--- config.mk ---
export PLATFORM = sky130hd
export DESIGN_NAME = rojobot_update_queue
export DESIGN_NICKNAME = d
export VERILOG_FILES = /design/src/rtl/rojobot_update_queue.sv
export SDC_FILE = /design/constraint.sdc
export NUM_CORES = 1
export LEC_CHECK = 0
export ABC_AREA = 1
export BUFFER_PORTS_ARGS = -buffer_cell sky130_fd_sc_hd__buf_2
export CAP_MARGIN = 20
export CORE_UTILIZATION = 50
export DETAILED_ROUTE_END_ITERATION = 10
export PLACE_DENSITY = 0.73
export SYNTH_ARGS = -nofsm -noshare
export SYNTH_HDL_FRONTEND = slang
export SYNTH_SLANG_ARGS = --single-unit
--- constraint.sdc ---
create_clock -name clk -period 3.65 [get_ports clk]
set_clock_uncertainty 0.2 [all_clocks]
set_input_delay 0.1825 -clock clk [delete_from_list [all_inputs] [get_ports clk]]
set_output_delay 0.1825 -clock clk [all_outputs]
set_load 0.005 [all_outputs]
--- src/rtl/rojobot_update_queue.sv ---
// rtl/rojobot_update_queue.sv - rojobot snapshot FIFO with update interrupt and overrun counter
module rojobot_update_queue #(
  parameter int DEPTH  = 4,
  parameter int DATA_W = 32,
  parameter int CNT_W  = 8
) (
  input  logic                       clk,
  input  logic                       reset,
  input  logic                       upd_sysregs,
  input  logic [DATA_W-1:0]          bot_info,
  input  logic                       pop,
  input  logic                       ack,
  output logic                       irq,
  output logic [DATA_W-1:0]          head_data,
  output logic [$clog2(DEPTH):0]     count,
  output logic                       empty,
  output logic                       full,
  output logic [CNT_W-1:0]           overrun_cnt
);

  localparam int PTR_W = $clog2(DEPTH);
  localparam int CW    = PTR_W + 1;

  logic [DATA_W-1:0] mem [DEPTH];

  logic             upd_q, upd_d;
  logic [PTR_W-1:0] rd_ptr_q, rd_ptr_d;
  logic [PTR_W-1:0] wr_ptr_q, wr_ptr_d;
  logic [CW-1:0]    count_q, count_d;
  logic             irq_q, irq_d;
  logic [CNT_W-1:0] ovr_q, ovr_d;

  logic push, pop_acc, push_acc, drop;

  // Edge detect, acceptance decisions and next-state for pointers, count, irq and overrun
  always_comb begin
    push     = upd_sysregs & ~upd_q;
    pop_acc  = pop & (count_q != '0);
    // A pop in the same cycle frees the slot, so a full queue can still take the push
    push_acc = push & ((count_q != CW'(DEPTH)) | pop_acc);
    drop     = push & ~push_acc;

    upd_d    = upd_sysregs;
    rd_ptr_d = rd_ptr_q;
    wr_ptr_d = wr_ptr_q;
    count_d  = count_q + CW'(push_acc) - CW'(pop_acc);
    irq_d    = irq_q;
    ovr_d    = ovr_q;

    if (pop_acc)  rd_ptr_d = rd_ptr_q + PTR_W'(1);
    if (push_acc) wr_ptr_d = wr_ptr_q + PTR_W'(1);

    // A new snapshot outranks a coincident acknowledge
    if (push_acc)  irq_d = 1'b1;
    else if (ack)  irq_d = 1'b0;

    if (drop && (ovr_q != '1)) ovr_d = ovr_q + CNT_W'(1);
  end

  // Control state register; upd_q resets high so a held strobe is not seen as an edge
  always_ff @(posedge clk) begin
    if (reset) begin
      upd_q    <= 1'b1;
      rd_ptr_q <= '0;
      wr_ptr_q <= '0;
      count_q  <= '0;
      irq_q    <= 1'b0;
      ovr_q    <= '0;
    end else begin
      upd_q    <= upd_d;
      rd_ptr_q <= rd_ptr_d;
      wr_ptr_q <= wr_ptr_d;
      count_q  <= count_d;
      irq_q    <= irq_d;
      ovr_q    <= ovr_d;
    end
  end

  // Snapshot storage; contents need no reset because count gates visibility
  always_ff @(posedge clk) begin
    if (!reset && push_acc) mem[wr_ptr_q] <= bot_info;
  end

  // Outputs are decoded from registered state only
  always_comb begin
    empty       = (count_q == '0);
    full        = (count_q == CW'(DEPTH));
    count       = count_q;
    irq         = irq_q;
    overrun_cnt = ovr_q;
    head_data   = empty ? '0 : mem[rd_ptr_q];
  end

endmodule

Yosys cells after proc, flatten, opt, wreduce, memory -nomap -nowiden
Memories as Yosys holds them, arrays and structs flattened. A register that Yosys moved wholly into a read port is not among the register bits. Index checks and enable logic that the tools add are counted.

Register bits after elaboration: 17. RAM bits: 128. Output and inout bits: 46. Memories kept: 1.

Memories: mem (depth 4, width 32, read ports 1, clocked after Yosys merged registers in 1, write ports 1, RTL line 24) `logic [DATA_W-1:0] mem [DEPTH];`.

Add/sub/neg operators: 5. Equal/unequal tests: 3. Mux-type cells: 7. Bitwise gates (word level): 7. Reduce and logical (&&, ||, !) cells: 6.

Operators with widths (count): two-way mux 32 bit (1); adder 8 x 1 -> 8 bit (second input constant) (1); != test 8 bit (second input constant) (1); adder 2 x 1 -> 2 bit (second input constant) (2); bitwise AND 1 bit (4); two-way mux 1 bit (4); two-way mux 2 bit (2); adder 3 x 1 -> 3 bit (1); == test 3 bit (second input constant) (1); zero test 3 bit (1); != test 3 bit (second input constant) (1); nonzero test 3 bit (1); subtractor 3 x 1 -> 3 bit (1); logical AND 1 bit (2); inverter 1 bit (2); nonzero test 2 bit (1); zero test 1 bit (1); bitwise OR 1 bit (1).

Depth between registers and ports, before layout
Depth in word-level cells: 7. Gate-level depth with buffers: 12. Depth with buffers taken out: 12.

Least setup slack after synthesis
Ideal clock, no wire load.

Kind: reg2reg. Start point: register count_q[1] (netlist: count[1]). End point: memory mem[0][0] (enable). Setup time: 421 ps. Data arrival time: 2277 ps. Required time: 3029 ps. Slack: 752 ps. Cell stages (with the launch flop): 7. Period minus slack after synthesis: 2898 ps. Cells stage by stage: dfxtp_1 -> nor2_1 -> nand3_1 -> nand2_1 -> inv_1 -> nand2_1 -> nor2_1.

Longest elaborated chain between the ends: 7. Elaborated cells on any way between the ends: 8. Those cells by class: eq/ne: 1; mux: 2; bitwise: 3; reduce/logical: 2.

Ends and longest elaborated chain: start: declaration (RTL line 29) `logic [CW-1:0] count_q, count_d;`; start signal: assignment (RTL line 73) `count_q <= count_d;`; nonzero test 3 bit (RTL line 38) `pop_acc = pop & (count_q != '0);`; bitwise AND 1 bit (RTL line 38); bitwise OR 1 bit * (RTL line 40) `push_acc = push & ((count_q != CW'(DEPTH)) | pop_acc);`; bitwise AND 1 bit * (RTL line 40); logical AND 1 bit * (RTL line 81) `if (!reset && push_acc) mem[wr_ptr_q] <= bot_info;`; two-way mux 1 bit * (RTL line 81); two-way mux 1 bit (not written as such) * (RTL line 81); end: declaration (RTL line 24).

Mark *: on every way between the ends. The rest lies on a longest branch, timed or not.

Final worst setup path
Start point: register count_q[1] (netlist: count[1]). End point: memory mem[0][13] (enable).

The elaborated chain is that of the path after synthesis.

==> flow_metrics.tcl <==
set metrics [dict create \
    synth_top_flop_cell "edfxtp_1" \
    start_util 0.517 \
    crit_path_start_kind "register" \
    required_ns 3.48 \
    crit_path_end "mem[0][13]$_DFFE_PP_" \
    clk_latency_ns 0.42 \
    report.final.slew_viol_count 0 \
    cts_buffer_depth 2 \
    final_layout_size_suffix_gt1_frac 0.199 \
    drt_iter0_markers 312 \
    final_core_util 0.652 \
    ys_warn_count 0 \
    crit_path_end_kind "register" \
    wirelength_met1_mm 5.41 \
    diodes 0 \
    hold_depth 4 \
    netSwitchingFraction 0.286 \
    timing_worst_slew_pin_value_ns 0.990 \
    dp_hpwl_mm 7.27 \
    period_share 0.710 \
    wl_met3_um 621 \
    comb_power_share 0.236 \
    synth_edf_count 128 \
    reg2reg_depth 6 \
    seq_area_frac_synth 0.712 \
    crit_start "count[1]$_SDFF_PP0_" \
    layout.nets 691 \
    place.gp.congestion 0.774 \
    die_w_um 111 \
    grt_pass1_vias 4098 \
    wl_per_cell_um 15.3 \
    cp_max_fo 32 \
    leakagePower_nw 2.81 \
    worst_hold_slack_ns 0.0322 \
    hold_viol 0 \
    fin_crit_ns 2.59 \
    async_flop_share 0 \
    setup_viol 0 \
    p_clk_frac 0.368 \
    synth_seq_cells 147 \
    io_pins 83 \
    crit-reg2reg-capture "mem[0][13]$_DFFE_PP_" \
    p_switching_mw 1.37 \
    wl_met2_mm 6.04 \
    cp.arrival_ns 2.42 \
    cts.reportedPaths.clkPinSlew_ns 0.06 \
    track_usage 0.211 \
    grt_overflow_total 0 \
    antenna_found_initial 0 \
    fmax_ghz 0.386 \
    fillers 875 \
    rrSetupSlack_ns 1.06 \
    cts_buffers 17 \
    grt_max_degree 65 \
    maxCapViolations 0 \
    p_seq_frac 0.397 \
    reg2reg_from "count[1]$_SDFF_PP0_" \
    seqCellArea_um2 4230 \
    ant_nets 0 \
    io_buffers 82 \
    core_um2 11500 \
    routed_wl_mm 12.3 \
    root_buffer "clkbuf_16" \
    hold_path_class "in2reg" \
    rsz0062_at_grt "no" \
    path_class "reg2reg" \
    cts_tree "yes" \
    syn-num-nets 571 \
    drcViolationCount 0 \
    p_int_mw 3.43 \
    synth_cell_types 24 \
    power.density_nw_per_um2 642 \
    cts_sinks 147 \
    rows 39 \
    post_cts_resized 0 \
    avgSynthCellArea_um2 11.3 \
    dieArea_um2 12300 \
    multi_input_area_um2 1520 \
    synth_area_um2 5930 \
    vias_per_cell 5.25 \
    vias 4214 \
    ir_drop_mv 0.513 \
    grt_first_pass_wirelength_mm 20.1 \
    first_pass_iters 5 \
    die_y_um 111 \
    syn_to_final_growth_pct 26.0 \
    syn_inst 527 \
    top_layer "met4" \
    timing.slew.headroom 0.339 \
    h-tree-depth 4 \
    tns_ns 0 \
    outcome "finished clean" \
]
## metal layers
layer,track usage,vias up
met4,0.0756,0
li1,-,2055
met2,0.345,129
met5,0,-
met3,0.0470,16
met1,0.278,2014
## area by class of cell
class                   count  share of cell area
well taps                 143              0.0239
repair buffers            126               0.114
multi-input cells         328               0.204
clock inverters            12              0.0219
inverters                  27              0.0136
flip-flops and latches    147               0.565
clock buffers              19              0.0579
## power groups by stage
stage	Combinational [mW]	Clock, mW	Sequential [mW]
finish	1.13	1.76	1.90
global route	1.27	1.85	1.91
CTS	1.14	1.78	1.90
detailed placement	1.11	0	1.94
global placement	1.08	0	1.93
floorplan	0.641	0	1.93
## synth_stat cells, types with 2 or more instances
cell type,n,share of area
nand2_1,38,0.024
inv_1,24,0.015
edfxtp_1,128,0.65
dfxtp_1,19,0.064
nand3_1,9,0.0076
ha_1,6,0.013
buf_2,12,0.010
nor2_1,147,0.093
nand4_1,2,0.0021
buf_1,2,0.0013
o21ai_1,2,0.0017
clkbuf_1,10,0.0063
o21ai_0,72,0.061
nor2_2,2,0.0021
inv_2,2,0.0013
a21oi_1,44,0.037
## state kept, by name, indices dropped and copies added (netlist names), named ones only
register	flops
overrun_cnt	8
mem	128
rd_ptr_q	2
upd_q	1
count	3
irq	1
wr_ptr_q	2
## timing repair
| item | 4_1_cts | 5_1_grt |
|---|---|---|
| buffers inserted | 0 | 0 |
| hold buffers | 36 | 0 |
| hold endpoints to repair | 138 | 0 |
## cells in the final DEF (no fill, tap or decap)
master,count
nor2_4,5
ha_1,6
dlygate4sd3_1,36
clkbuf_1,2
clkinvlp_4,2
a21oi_1,44
nor2_2,2
nand3_1,9
clkbuf_16,17
nand4_1,2
dfxtp_2,1
o21ai_1,2
xor2_1,1
dfxtp_1,18
or2_2,1
buf_16,1
inv_1,24
inv_2,2
clkinv_1,2
buf_2,82
o21ai_0,72
fa_1,1
clkinv_2,5
bufinv_16,4
nor2_1,143
edfxtp_1,128
nand2_4,1
nand2_1,38
nand2_2,1
buf_4,7
## critical path, cell delays in order (launching register included)
cell	delay, ns
dfxtp_1	0.41
nor2_1	0.10
nand3_1	0.14
nand2_1	0.13
inv_1	0.11
nand2_1	0.25
nor2_4	0.83
## per-stage QoR
step                std cells  power, mW  setup slack, ns  cell area, µm²
global placement          734       3.02             1.17            6490
global route              802       5.03            0.858            7480
CTS                       802       4.82             1.03            7480
finish                    802       4.80             1.06            7480
detailed placement        735       3.05             1.04            6520
floorplan                 527       2.58            0.752            5930
## cells by family after synthesis
kind of cell	Yosys count	share of synthesized area
compound gates	118	0.0996
xor+xnor	1	0.00148
fa+ha+maj	7	0.0160
buf+inv	52	0.0361
flops	147	0.712
simple gates	202	0.135
## worst min-delay path by stage
stage                start  slack, ns                   to
6_report               pop       0.03             register
5_1_grt                pop       0.06             register
4_1_cts                pop       0.02             register
3_5_place_dp   upd_sysregs       0.18     upd_q$_SDFF_PP1_
3_3_place_gp   upd_sysregs       0.19     upd_q$_SDFF_PP1_
2_1_floorplan  bot_info[0]       0.08  mem[0][0]$_DFFE_PP_
(Power assumes the default switching activity.)
